**config.mk**
```make
export PLATFORM = sky130hd
export DESIGN_NAME = char_history_display
export DESIGN_NICKNAME = d
export VERILOG_FILES = /design/src/rtl/char_history_display.sv
export SDC_FILE = /design/constraint.sdc
export NUM_CORES = 1
export LEC_CHECK = 0
export ABC_AREA = 0
export CORE_ASPECT_RATIO = 0.9
export CORE_MARGIN = 5
export CORE_UTILIZATION = 50
export CTS_CLUSTER_DIAMETER = 30
export DETAILED_ROUTE_END_ITERATION = 16
export GPL_TIMING_DRIVEN = 0
export PLACE_DENSITY = 0.78
export SLEW_MARGIN = 20
export SYNTH_ARGS = -nofsm -noshare
export SYNTH_HDL_FRONTEND = slang
export SYNTH_SLANG_ARGS = --single-unit
```
**constraint.sdc**
```tcl
create_clock -name clk -period 4.6 [get_ports clk]
set_input_delay 1.15 -clock clk [delete_from_list [all_inputs] [get_ports clk]]
set_output_delay 1.15 -clock clk [all_outputs]
set_load 0.1 [all_outputs]
```
**src/rtl/char_history_display.sv**
```systemverilog
// Shift-register history of received characters shown as pairs of seg7 digits,
// with hold/clear control, overflow flag and a retriggerable "new char" LED.
module char_history_display #(
   parameter int          CHAR_W       = 7,
   parameter int          DEPTH        = 4,
   parameter int          BLINK_CYCLES = 25000000,
   parameter logic [6:0]  BLANK        = 7'h7F
) (
   input  logic                  clk,
   input  logic                  rst_n,
   input  logic [CHAR_W-1:0]     char,
   input  logic                  char_valid,
   output logic                  char_ready,
   input  logic                  hold,
   input  logic                  clear,
   output logic [DEPTH*14-1:0]   disp,
   output logic                  led_new,
   output logic [3:0]            count,
   output logic                  dropped
);

   localparam int BW = $clog2(BLINK_CYCLES + 1);

   typedef enum logic {RUN = 1'b0, HOLD = 1'b1} state_t;

   state_t              r_state;
   logic [CHAR_W-1:0]   r_slot [DEPTH];
   logic [3:0]          r_count;
   logic                r_dropped;
   logic [BW-1:0]       r_blink;
   logic                w_accept;
   logic [DEPTH*14-1:0] w_disp;

   // Active-low segments, bit order gfedcba, so BLANK = all segments off.
   function automatic logic [6:0] seg7(input logic [3:0] nib);
      logic [6:0] s;
      case (nib)
         4'h0: s = 7'h40;
         4'h1: s = 7'h79;
         4'h2: s = 7'h24;
         4'h3: s = 7'h30;
         4'h4: s = 7'h19;
         4'h5: s = 7'h12;
         4'h6: s = 7'h02;
         4'h7: s = 7'h78;
         4'h8: s = 7'h00;
         4'h9: s = 7'h10;
         4'hA: s = 7'h08;
         4'hB: s = 7'h03;
         4'hC: s = 7'h46;
         4'hD: s = 7'h21;
         4'hE: s = 7'h06;
         default: s = 7'h0E;
      endcase
      return s;
   endfunction

   assign char_ready = (r_state == RUN) && !clear;
   assign w_accept   = char_valid && char_ready;

   always_ff @(posedge clk) begin
      if (!rst_n) begin
         r_state   <= RUN;
         r_count   <= 4'd0;
         r_dropped <= 1'b0;
         r_blink   <= '0;
         for (int k = 0; k < DEPTH; k++) begin
            r_slot[k] <= '0;
         end
      end else begin
         case (r_state)
            RUN:     r_state <= hold ? HOLD : RUN;
            default: r_state <= hold ? HOLD : RUN;
         endcase

         // Clear wins over accept; accept is already masked by char_ready.
         if (clear) begin
            r_count   <= 4'd0;
            r_dropped <= 1'b0;
         end else if (w_accept) begin
            r_slot[0] <= char;
            for (int k = DEPTH - 1; k > 0; k--) begin
               r_slot[k] <= r_slot[k-1];
            end
            if (r_count == 4'(DEPTH)) begin
               r_dropped <= 1'b1;
            end else begin
               r_count <= r_count + 4'd1;
            end
         end

         if (w_accept) begin
            r_blink <= BW'(BLINK_CYCLES);
         end else if (r_blink != '0) begin
            r_blink <= r_blink - BW'(1);
         end
      end
   end

   always_comb begin
      w_disp = '0;
      for (int k = 0; k < DEPTH; k++) begin
         if (4'(k) < r_count) begin
            w_disp[14*k +: 14] = {seg7(4'(r_slot[k] >> 4)), seg7(r_slot[k][3:0])};
         end else begin
            w_disp[14*k +: 14] = {BLANK, BLANK};
         end
      end
   end

   assign disp    = w_disp;
   assign count   = r_count;
   assign dropped = r_dropped;
   assign led_new = (r_blink != '0);

endmodule

```
==> summary.md, run 1 <==
| Metric | Value |
|---|---|
| Comb pwr share | `33.4%` |
| Die width | `between 100 and 150 um` |
| Share of layout cells above drive strength 1 | `under 10%` |
| Tot Pwr | `1.672 mW` |
| FF/Latch Area | `roughly 1500 sq um` |
| DRC Markers | `0` |
| # clock sinks | `about 60` |
| Worst setup margin | `a little under 0.5 ns` |
| CTS tree | `yes` |
| Setup violators final | `0` |
| Grt peak-use layer | `met2` |
| Register bit total from synthesis | `59` |
| Max-Cap Viols | `0` |
| Fin. max-slew vios | `0` |
| Most frequent cells in the layout | `74 x clkdlybuf4s50_1, 48 x ha_1, 47 x nand2_1` |
| Status | `complete, no violations` |
| Register area share after synthesis | `around 34%` |
| CTS buffer count | `9` |
| PortBufs | `74` |
| HP Class | `flip-flop to flip-flop` |
| Area of the multi-input gates | `around 2600 sq um` |
| CP Cell Sequence | `nor2_1 > nand2_1 > o311ai_0 > clkdlybuf4s50_1` |
| Worst skew pair latency | `approximately 0.33 ns` |
| Async S/R FF share, synth | `0%` |
| N_diodes | `0` |
| Clock skew | `about 0.0038 ns` |
| Die Footprint | `about 10000 sq um` |
| Postcts setup bufs | `0` |
| Synthesized Nets | `540` |
| Internal | `1.069 mW` |
| TritonRoute pass-1 iters | `4` |
| Unrepaired setup endpoints after global routing | `no` |
| H-tree Lvls | `3` |
| WL/cell | `between 15 and 20 um` |
| Relative slew slack | `a little under a third` |
| CP bufs+invs | `1` |
| Most common cell after layout, fill and taps aside | `clkdlybuf4s50_1` |
| Critical Path Max Stage Delay | `between 1 and 1.5 ns` |
| GRT Overall Usage | `20.63%` |
| Root Buffer | `clkbuf_8` |
| Post_cts resized | `0` |
| F_max | `0.2433 GHz` |
| CP Launch Type | `flip-flop` |
| Fin nets | `roughly 630` |
| Post-synth EDFFs | `28` |
| Met2 GRT Util | `about 33%` |
| Synth Warn # | `0` |
| Row cnt | `32` |
| Arrival @ worst endpoint | `between 2 and 3 ns` |
| Clk pwr share | `~25%` |
| Area Growth Syn to Fin | `25.62%` |
| GP Congestion | `about 0.92` |
| Filler cell count | `723` |
| Min Clock Period, post-route | `approximately 4.1 ns` |
| Dpl hpwl | `around 8 mm` |
| Fin area | `~5300 sq um` |
| Crit path max fanout | `10` |
| Worst setup EP type | `output pin` |
| Via/cell ratio | `between 5 and 6` |
| Pre-CTS WS | `around 0.52 ns` |
| Register clock-pin slew on the reported worst setup and hold paths | `~0.06 ns` |
| Initial Util | `between 50% and 60%` |
| Unique masters post-synth | `47` |
| Required @ worst endpoint | `about 3.5 ns` |
| Switching share of power | `between 30 and 40%` |
| Die Ht | `a little under 100 um` |
| Iteration-0 DRC count of the detailed router | `225` |
| Sequential Power Share | `approximately two fifths` |
| Hold Buf Count CTS | `0` |
| Period utilisation layout | `89.35%` |
| DRT Wirelength | `roughly 11 mm` |
| Longest Clk Path Bufs | `2` |
| Gr ovfl total | `0` |
| Final Hold Fails | `0` |
| Core area | `about 8400 sq um` |
| Power density over the cells | `312.6 nW/um^2` |
| Crit path kind | `flip-flop to output pin` |
| Worst slew pin tran | `1.018 ns` |
| Switching power | `0.6029 mW` |
| ANT nets after route | `0` |
| Initial antenna violation count | `0` |
| Worst VDD drop | `~0.22 mV` |
| Largest net degree at the start of global routing | `26` |
| Post-DP Area | `between 5000 and 6000 sq um` |
| Mean Syn Cell Area | `roughly 8.9 sq um` |
| Top Family by Delay on Critical Path | `buffers and inverters` |
| Met3 usage | `under 10%` |
| Post-Syn Area | `roughly 4300 sq um` |
| Cell count after synthesis | `between 400 and 500` |
| First-pass GRT wire length | `roughly 18 mm` |
| Io pins | `75` |
| Pleak | `between 2 and 2.5 nW` |
| Most used DFF post-synth | `dfxtp_1` |
| Vias post-DR | `between 3000 and 4000` |
| Vias in the first global route | `about 3800` |
| Met1 Usage GRT | `between 20% and 30%` |
| Critical-path top delay cell | `clkdlybuf4s50_1` |
-- routing by layer --
metal  up-vias  part of all wire [%]
met5         -                     0
met4         0                   3.0
met3        27                   5.9
met2       131                    46
met1      1868                    45
li1       1910                     -
-- cell families after synthesis --
logic type      share of synthesized area [%]
compound gates                          16.16
xor+xnor                                2.263
fa+ha+maj                               14.11
buf+inv                                 5.201
flops                                   34.32
mux                                     4.966
simple gates                            22.98
-- layout make-up --
type | instances | share of cell area, %
well taps | 119 | 2.784
flip-flops and latches | 59 | 27.32
plain buffers | 22 | 1.567
multi-input cells | 362 | 48.14
inverters | 37 | 2.596
clock inverters | 2 | 0.1871
repair buffers | 75 | 14.36
clock buffers | 14 | 3.041
-- cells in the mapped netlist (all sizes together) (2+ instances only) --
master  number  area share [%]
nand2       47             4.1
nor3        21             2.5
and2         3            0.44
a21o         7             1.2
and3        12             1.8
ha          48              14
nor4b        3            0.62
a221o        2            0.47
nand3        8            0.94
or3         15             2.4
inv         37             3.3
nor4         7             1.7
o211ai      16             2.8
nor3b        2            0.35
a21oi       19             2.2
mux2i       11             2.6
o31ai        5            0.88
nand2b      14             2.1
nor2        23             2.0
clkbuf      21             1.9
a31oi        7             1.0
o311ai      10             2.1
a311oi       2            0.41
dfxtp       31              15
or2          5            0.79
mux4         4             2.1
nand4        3            0.44
or4          8             1.4
edfxtp      28              20
xnor2       10             2.1
a22oi        2            0.35
o21ai       35             4.1
nor2b        5            0.73
-- sequential cells by signal, summed over array words and instances (netlist names) --
signal,count
r_slot,28
r_blink,25
count,4
dropped,1
r_state,1
-- final timing paths --
path	end	slack, ns	depth (start not counted)	from
worst max-delay path	disp[4]	0.49	4	count[3]
worst min-delay path	r_blink[17]	0.51	2	r_blink[17]
worst min register to register	r_blink[17]	0.51	2	r_blink[17]
worst max register to register	r_blink[11]	2.21	8	r_blink[0]
-- metrics by stage --
stage | hold WS [ns] | TNS (ns) | utilization [%] | std cells
final | 0.5102 | 0 | 63.31 | 690
after global routing | 0.5305 | 0 | 63.31 | 690
after CTS | 0.5111 | 0 | 63.31 | 690
after detailed placement | 0.4985 | 0 | 61.27 | 674
after global placement | 0.4813 | 0 | 60.93 | 673
after floorplan | 0.4609 | -2.242 | - | 480
-- worst min-delay path, delay by kind of cell (launching register included) --
family | cells | cell delay, ns
AOI/OAI and AO/OA | 2 | 0.13
DFF | 1 | 0.34
-- power by group through the flow --
stage	logic [mW]	clock network [mW]	registers [mW]
finish	0.559	0.415	0.699
global route	0.624	0.442	0.711
CTS	0.557	0.422	0.697
detailed placement	0.553	0	0.707
global placement	0.533	0	0.704
floorplan	0.434	0	0.691
Power figures use the tool's default switching activity.
==> run 2, diff against run 1 <==
Settings changed: CORE_MARGIN 5 to default, MAX_ROUTING_LAYER from default to met4.
==> run 2 against run 1 <==
  * Sequential share of layout area grew 0.058 points
  * Setup slack lost 0.018 ns
  * Fmax shrank 0.43%
  * Non-clock buffer count is the same
  * Critical path depth grew 1
  * Largest cell class unchanged
  * First-iteration DRC count grew 18%
  * Final area shrank 0.21%
  * Largest power group unchanged
  * Total power grew 2.7%
  * Die area shrank 15%
==> summary.md, run 2 (same netlist as run 1, synthesis figures left out) <==
| Metric | Value |
|---|---|
| Fin. max-slew vios | `0` |
| Worst slew pin tran | `1.018 ns` |
| Worst setup EP type | `output pin` |
| Io pins | `75` |
| Die width | `99.27 um` |
| Via/cell ratio | `5.815` |
| CP Launch Type | `flip-flop` |
| Largest register FFs | `28` |
| TritonRoute pass-1 iters | `4` |
| H-tree Lvls | `3` |
| Die Ht | `89.55 um` |
| ANT nets after route | `0` |
| Relative slew slack | `between 30% and 40%` |
| CTS tree | `yes` |
| DRC Markers | `0` |
| Period utilisation layout | `around 90%` |
| Post-DP Area | `between 5000 and 6000 sq um` |
| GRT Overall Usage | `between 20% and 30%` |
| Met3 usage | `under 10%` |
| Switching share of power | `roughly 37%` |
| F_max | `0.2423 GHz` |
| Required @ worst endpoint | `between 3 and 4 ns` |
| Internal | `roughly 1.1 mW` |
| # clock sinks | `between 50 and 60` |
| WL/cell | `approximately 15 um` |
| Vias post-DR | `~3900` |
| Worst skew pair latency | `around 0.34 ns` |
| Share of layout cells above drive strength 1 | `between 5 and 6%` |
| Final Hold Fails | `0` |
| Arrival @ worst endpoint | `approximately 3 ns` |
| R2r startpoint | `r_blink[0]` |
| Register clock-pin slew on the reported worst setup and hold paths | `~0.070 ns` |
| Vias in the first global route | `around 3600` |
| Root Buffer | `clkbuf_8` |
| Min Clock Period, post-route | `4.128 ns` |
| Iteration-0 DRC count of the detailed router | `~270` |
| Hold Buf Count CTS | `0` |
| Max-Cap Viols | `0` |
| First-pass GRT wire length | `~17 mm` |
| Pleak | `approximately 2.1 nW` |
| Longest Clk Path Bufs | `2` |
| Met2 GRT Util | `40.21%` |
| Area Growth Syn to Fin | `25.36%` |
| Most frequent cells in the layout | `74 x clkdlybuf4s50_1, 48 x ha_1, 47 x nand2_1` |
| Grt peak-use layer | `met2` |
| Largest net degree at the start of global routing | `26` |
| Tot Pwr | `~1.7 mW` |
| Status | `complete, no violations` |
| Setup violators final | `0` |
| Fin nets | `around 630` |
| Filler cell count | `approximately 670` |
| Initial antenna violation count | `0` |
| Initial Util | `a little over half` |
| Fin area | `5338 sq um` |
| Post-route setup TNS | `0 ns` |
| Die Footprint | `approximately 8900 sq um` |
| Core area | `between 8000 and 9000 sq um` |
| Power density over the cells | `321.8 nW/um^2` |
| PortBufs | `between 70 and 80` |
| Row cnt | `31` |
| Comb pwr share | `~33%` |
| DRT Wirelength | `between 10 and 15 mm` |
| Clock skew | `roughly 0.011 ns` |
| Unrepaired setup endpoints after global routing | `no` |
| Sequential Power Share | `between 40 and 50%` |
| Crit path max fanout | `10` |
| Biggest register | `r_slot` |
| Crit path kind | `flip-flop to output pin` |
| Gr ovfl total | `0` |
| CTS buffer count | `9` |
| Met1 Usage GRT | `between 30% and 40%` |
| Hold Crit Start | `dropped` |
| Worst VDD drop | `around 0.28 mV` |
| Post_cts resized | `0` |
| N_diodes | `0` |
| Clk pwr share | `25.9%` |
| Most common cell after layout, fill and taps aside | `clkdlybuf4s50_1` |
| Dpl hpwl | `between 7 and 8 mm` |
| HP Class | `flip-flop to flip-flop` |
| Switching power | `about 0.64 mW` |
| CP Launch Point | `count[2]` |
| GP Congestion | `about 0.97` |
| Postcts setup bufs | `0` |
-- run 2: cell count changes in the layout (fill, tap and decap cells not counted), sizes merged --
cell      previous run  this run
inv                 37        39
clkbuf              35        32
clkinvlp             0         1
-- run 2: critical path, cell delays in order, from the launching register on --
cell	delay, ns
dfxtp_1	0.38
nor2_1	0.45
nand2_1	0.24
clkbuf_1	0.26
o21ai_0	0.14
clkdlybuf4s50_1	1.17
-- run 2: per-layer routing --
metal  vias to the layer above  share of wire (%)
li1                       1918                  -
met1                      1814                 47
met2                       148                 46
met3                        16                6.0
met4                         0                1.7
met5                         -                  0
-- run 2: final cells by class --
| class | instances | area, sq um | share of cell area, % |
|---|---|---|---|
| inverters | 37 | 138.9 | 2.602 |
| flip-flops and latches | 59 | 1461 | 27.38 |
| well taps | 99 | 123.9 | 2.321 |
| clock inverters | 5 | 33.78 | 0.6329 |
| multi-input cells | 362 | 2575 | 48.24 |
| repair buffers | 75 | 768.2 | 14.39 |
| clock buffers | 11 | 152.6 | 2.860 |
| plain buffers | 22 | 83.83 | 1.571 |
-- run 2: path summary, 6_finish.rpt --
kind	end	slack, ns	cells past startpoint
max	disp[27]	0.47	5
min	dropped	0.48	2
min reg2reg	dropped	0.48	2
max reg2reg	r_blink[18]	2.18	7
-- run 2: power groups by stage --
stage	logic, mW	clock network [mW]	registers [mW]
3_5_place_dp	0.561	0	0.707
6_report	0.574	0.446	0.698
4_1_cts	0.566	0.450	0.696
3_3_place_gp	0.543	0	0.704
2_1_floorplan	0.434	0	0.691
5_1_grt	0.628	0.476	0.708
-- run 2: through the flow --
step / setup slack, ns / utilization (%) / hold slack (ns) / instances
3_5_place_dp: 0.5527 / 63.24 / 0.4657 / 654
6_report: 0.4722 / 65.53 / 0.4837 / 670
4_1_cts: 0.4642 / 65.53 / 0.4903 / 670
5_1_grt: 0.2967 / 65.53 / 0.5320 / 670
2_1_floorplan: -0.7479 / - / 0.4609 / 480
3_3_place_gp: 0.2160 / 62.89 / 0.4504 / 653
==> run 3, diff against run 2 <==
Settings changed: CORE_UTILIZATION 50 to 58, PLACE_DENSITY 0.78 to 0.89.
==> run 3 against run 2 <==
  * Via count is 2.3% higher
  * Sequential power hardly changed
  * Fmax is 0.89% lower
  * Clock power is 4% higher
  * Critical endpoint is now disp[14]
  * Flip-flop and latch count stayed put
  * Utilization is 10 points higher
==> summary.md, run 3 (same netlist as run 1, synthesis figures left out) <==
| Metric | Value |
|---|---|
| Critical Path Max Stage Delay | `~1.2 ns` |
| GP Congestion | `between 0.9 and 1` |
| ANT nets after route | `0` |
| WL/cell | `16.19 um` |
| Reg2reg path depth | `8` |
| Clk pwr share | `26.6%` |
| N_diodes | `0` |
| Vias in the first global route | `between 3000 and 4000` |
| Most frequent cells in the layout | `74 x clkdlybuf4s50_1, 48 x ha_1, 47 x nand2_1` |
| CP Launch Type | `flip-flop` |
| Crit path depth | `5` |
| F_max | `0.2401 GHz` |
| Filler cell count | `between 500 and 600` |
| Die Footprint | `between 7000 and 8000 sq um` |
| CTS tree | `yes` |
| Vias post-DR | `3984` |
| R2R setup slack | `2.13 ns` |
| Crit path kind | `flip-flop to output pin` |
| Post-route setup TNS | `0 ns` |
| H-tree Lvls | `3` |
| Max-Cap Viols | `0` |
| Min Clock Period, post-route | `4.165 ns` |
| Post_cts resized | `0` |
| Pleak | `slightly above 2 nW` |
| Register clock-pin slew on the reported worst setup and hold paths | `about 0.06 ns` |
| Placed insts | `between 600 and 700` |
| Worst slew pin tran | `1.029 ns` |
| Iteration-0 DRC count of the detailed router | `312` |
| Worst setup EP type | `output pin` |
| Relative slew slack | `31.17%` |
| Hold Buf Count CTS | `0` |
| TritonRoute pass-1 iters | `5` |
| Root Buffer | `clkbuf_8` |
| Worst setup margin | `roughly 0.44 ns` |
| Fin area | `5341 sq um` |
| Pre-CTS WS | `0.5611 ns` |
| Sequential Power Share | `40.2%` |
| Critical-path top delay cell | `clkdlybuf4s50_1` |
| Fin. max-slew vios | `0` |
| Longest Clk Path Bufs | `2` |
| Setup violators final | `0` |
| Top Family by Delay on Critical Path | `buffers and inverters` |
| Initial antenna violation count | `0` |
| Via/cell ratio | `6.000` |
| Fin nets | `around 630` |
| CP Cell Sequence | `nor2_1 > nand2_1 > clkbuf_1 > o211ai_1 > clkdlybuf4s50_1` |
| GRT Overall Usage | `approximately 30%` |
| Crit path max fanout | `10` |
| Largest register FFs | `28` |
| Io pins | `75` |
| HP Class | `flip-flop to flip-flop` |
| Layout Cells excl Fill | `between 600 and 700` |
| Arrival @ worst endpoint | `3.01 ns` |
| Post-DP Area | `roughly 5100 sq um` |
| Most common cell after layout, fill and taps aside | `clkdlybuf4s50_1` |
| Switching share of power | `about 37%` |
| Gr ovfl total | `0` |
| # clock sinks | `between 50 and 60` |
| Postcts setup bufs | `0` |
| Die Ht | `about 83 um` |
| Largest net degree at the start of global routing | `26` |
| First-pass GRT wire length | `17.62 mm` |
| Internal | `1.104 mW` |
| Clock skew | `0.008859 ns` |
| Area Growth Syn to Fin | `25.45%` |
| Final Hold Fails | `0` |
| CTS buffer count | `9` |
| Biggest register | `r_slot` |
| DRC Markers | `0` |
| Min-Delay Path Depth | `2` |
| Core area | `about 7000 sq um` |
| Share of layout cells above drive strength 1 | `~5.3%` |
| DRT Wirelength | `between 10 and 15 mm` |
| Required @ worst endpoint | `3.45 ns` |
| Initial Util | `~60%` |
| Die width | `92.32 um` |
| Status | `complete, no violations` |
| Worst VDD drop | `roughly 0.26 mV` |
| PortBufs | `74` |
| Row cnt | `29` |
| Period utilisation layout | `~91%` |
| Tot Pwr | `approximately 1.7 mW` |
| Power density over the cells | `approximately 330 nW/um^2` |
| Unrepaired setup endpoints after global routing | `no` |
| Worst skew pair latency | `0.34 ns` |
| Comb pwr share | `between 30% and 40%` |
| Switching power | `~0.63 mW` |
| Dpl hpwl | `between 7 and 8 mm` |
| CP bufs+invs | `2` |
## run 3: changes by cell type in the layout (fill, tap and decap cells not counted)
cell,delta
clkinv_4,-1
clkbuf_8,+2
clkinvlp_4,-1
## run 3: final timing paths
kind                                 start           to
worst max-delay path              count[2]     disp[14]
worst min-delay path               dropped      dropped
worst max register to register  r_blink[0]  r_blink[11]
worst min register to register     dropped      dropped
## run 3: worst min-delay path: stages (launching register included)
cell and delay (ns):
dfxtp_1 0.33, a21oi_1 0.04, nor2_1 0.08
## run 3: power groups by stage
stage / combinational, mW / clock (mW) / sequential, mW
2_1_floorplan: 0.434 / 0 / 0.691
3_3_place_gp: 0.535 / 0 / 0.703
3_5_place_dp: 0.559 / 0 / 0.707
4_1_cts: 0.566 / 0.467 / 0.697
5_1_grt: 0.626 / 0.493 / 0.709
6_report: 0.576 / 0.463 / 0.699
## run 3: layout make-up
class	instances	area [sq um]	area share [%]
Timing Repair Buffer	75	768.2	14.38
Clock buffer	13	180.2	3.373
Inverter	37	138.9	2.600
Sequential cell	59	1461	27.36
Tap cell	93	116.4	2.179
Buffer	22	83.83	1.569
Multi-Input combinational cell	362	2575	48.21
Clock inverter	3	17.52	0.3279
## run 3: metrics by stage
stage	util [%]	hold WS, ns
6_report	75.49	0.4855
5_1_grt	75.49	0.5171
4_1_cts	75.49	0.4844
3_5_place_dp	72.70	0.4700
3_3_place_gp	72.29	0.4516
2_1_floorplan	-	0.4609
## run 3: routing by layer
| layer | track usage, % | routed length [um] |
|---|---|---|
| met1 | 37.01 | 4593 |
| met2 | 48.69 | 5228 |
| met3 | 3.663 | 732 |
| met4 | 11.79 | 192 |
| met5 | - | 0 |
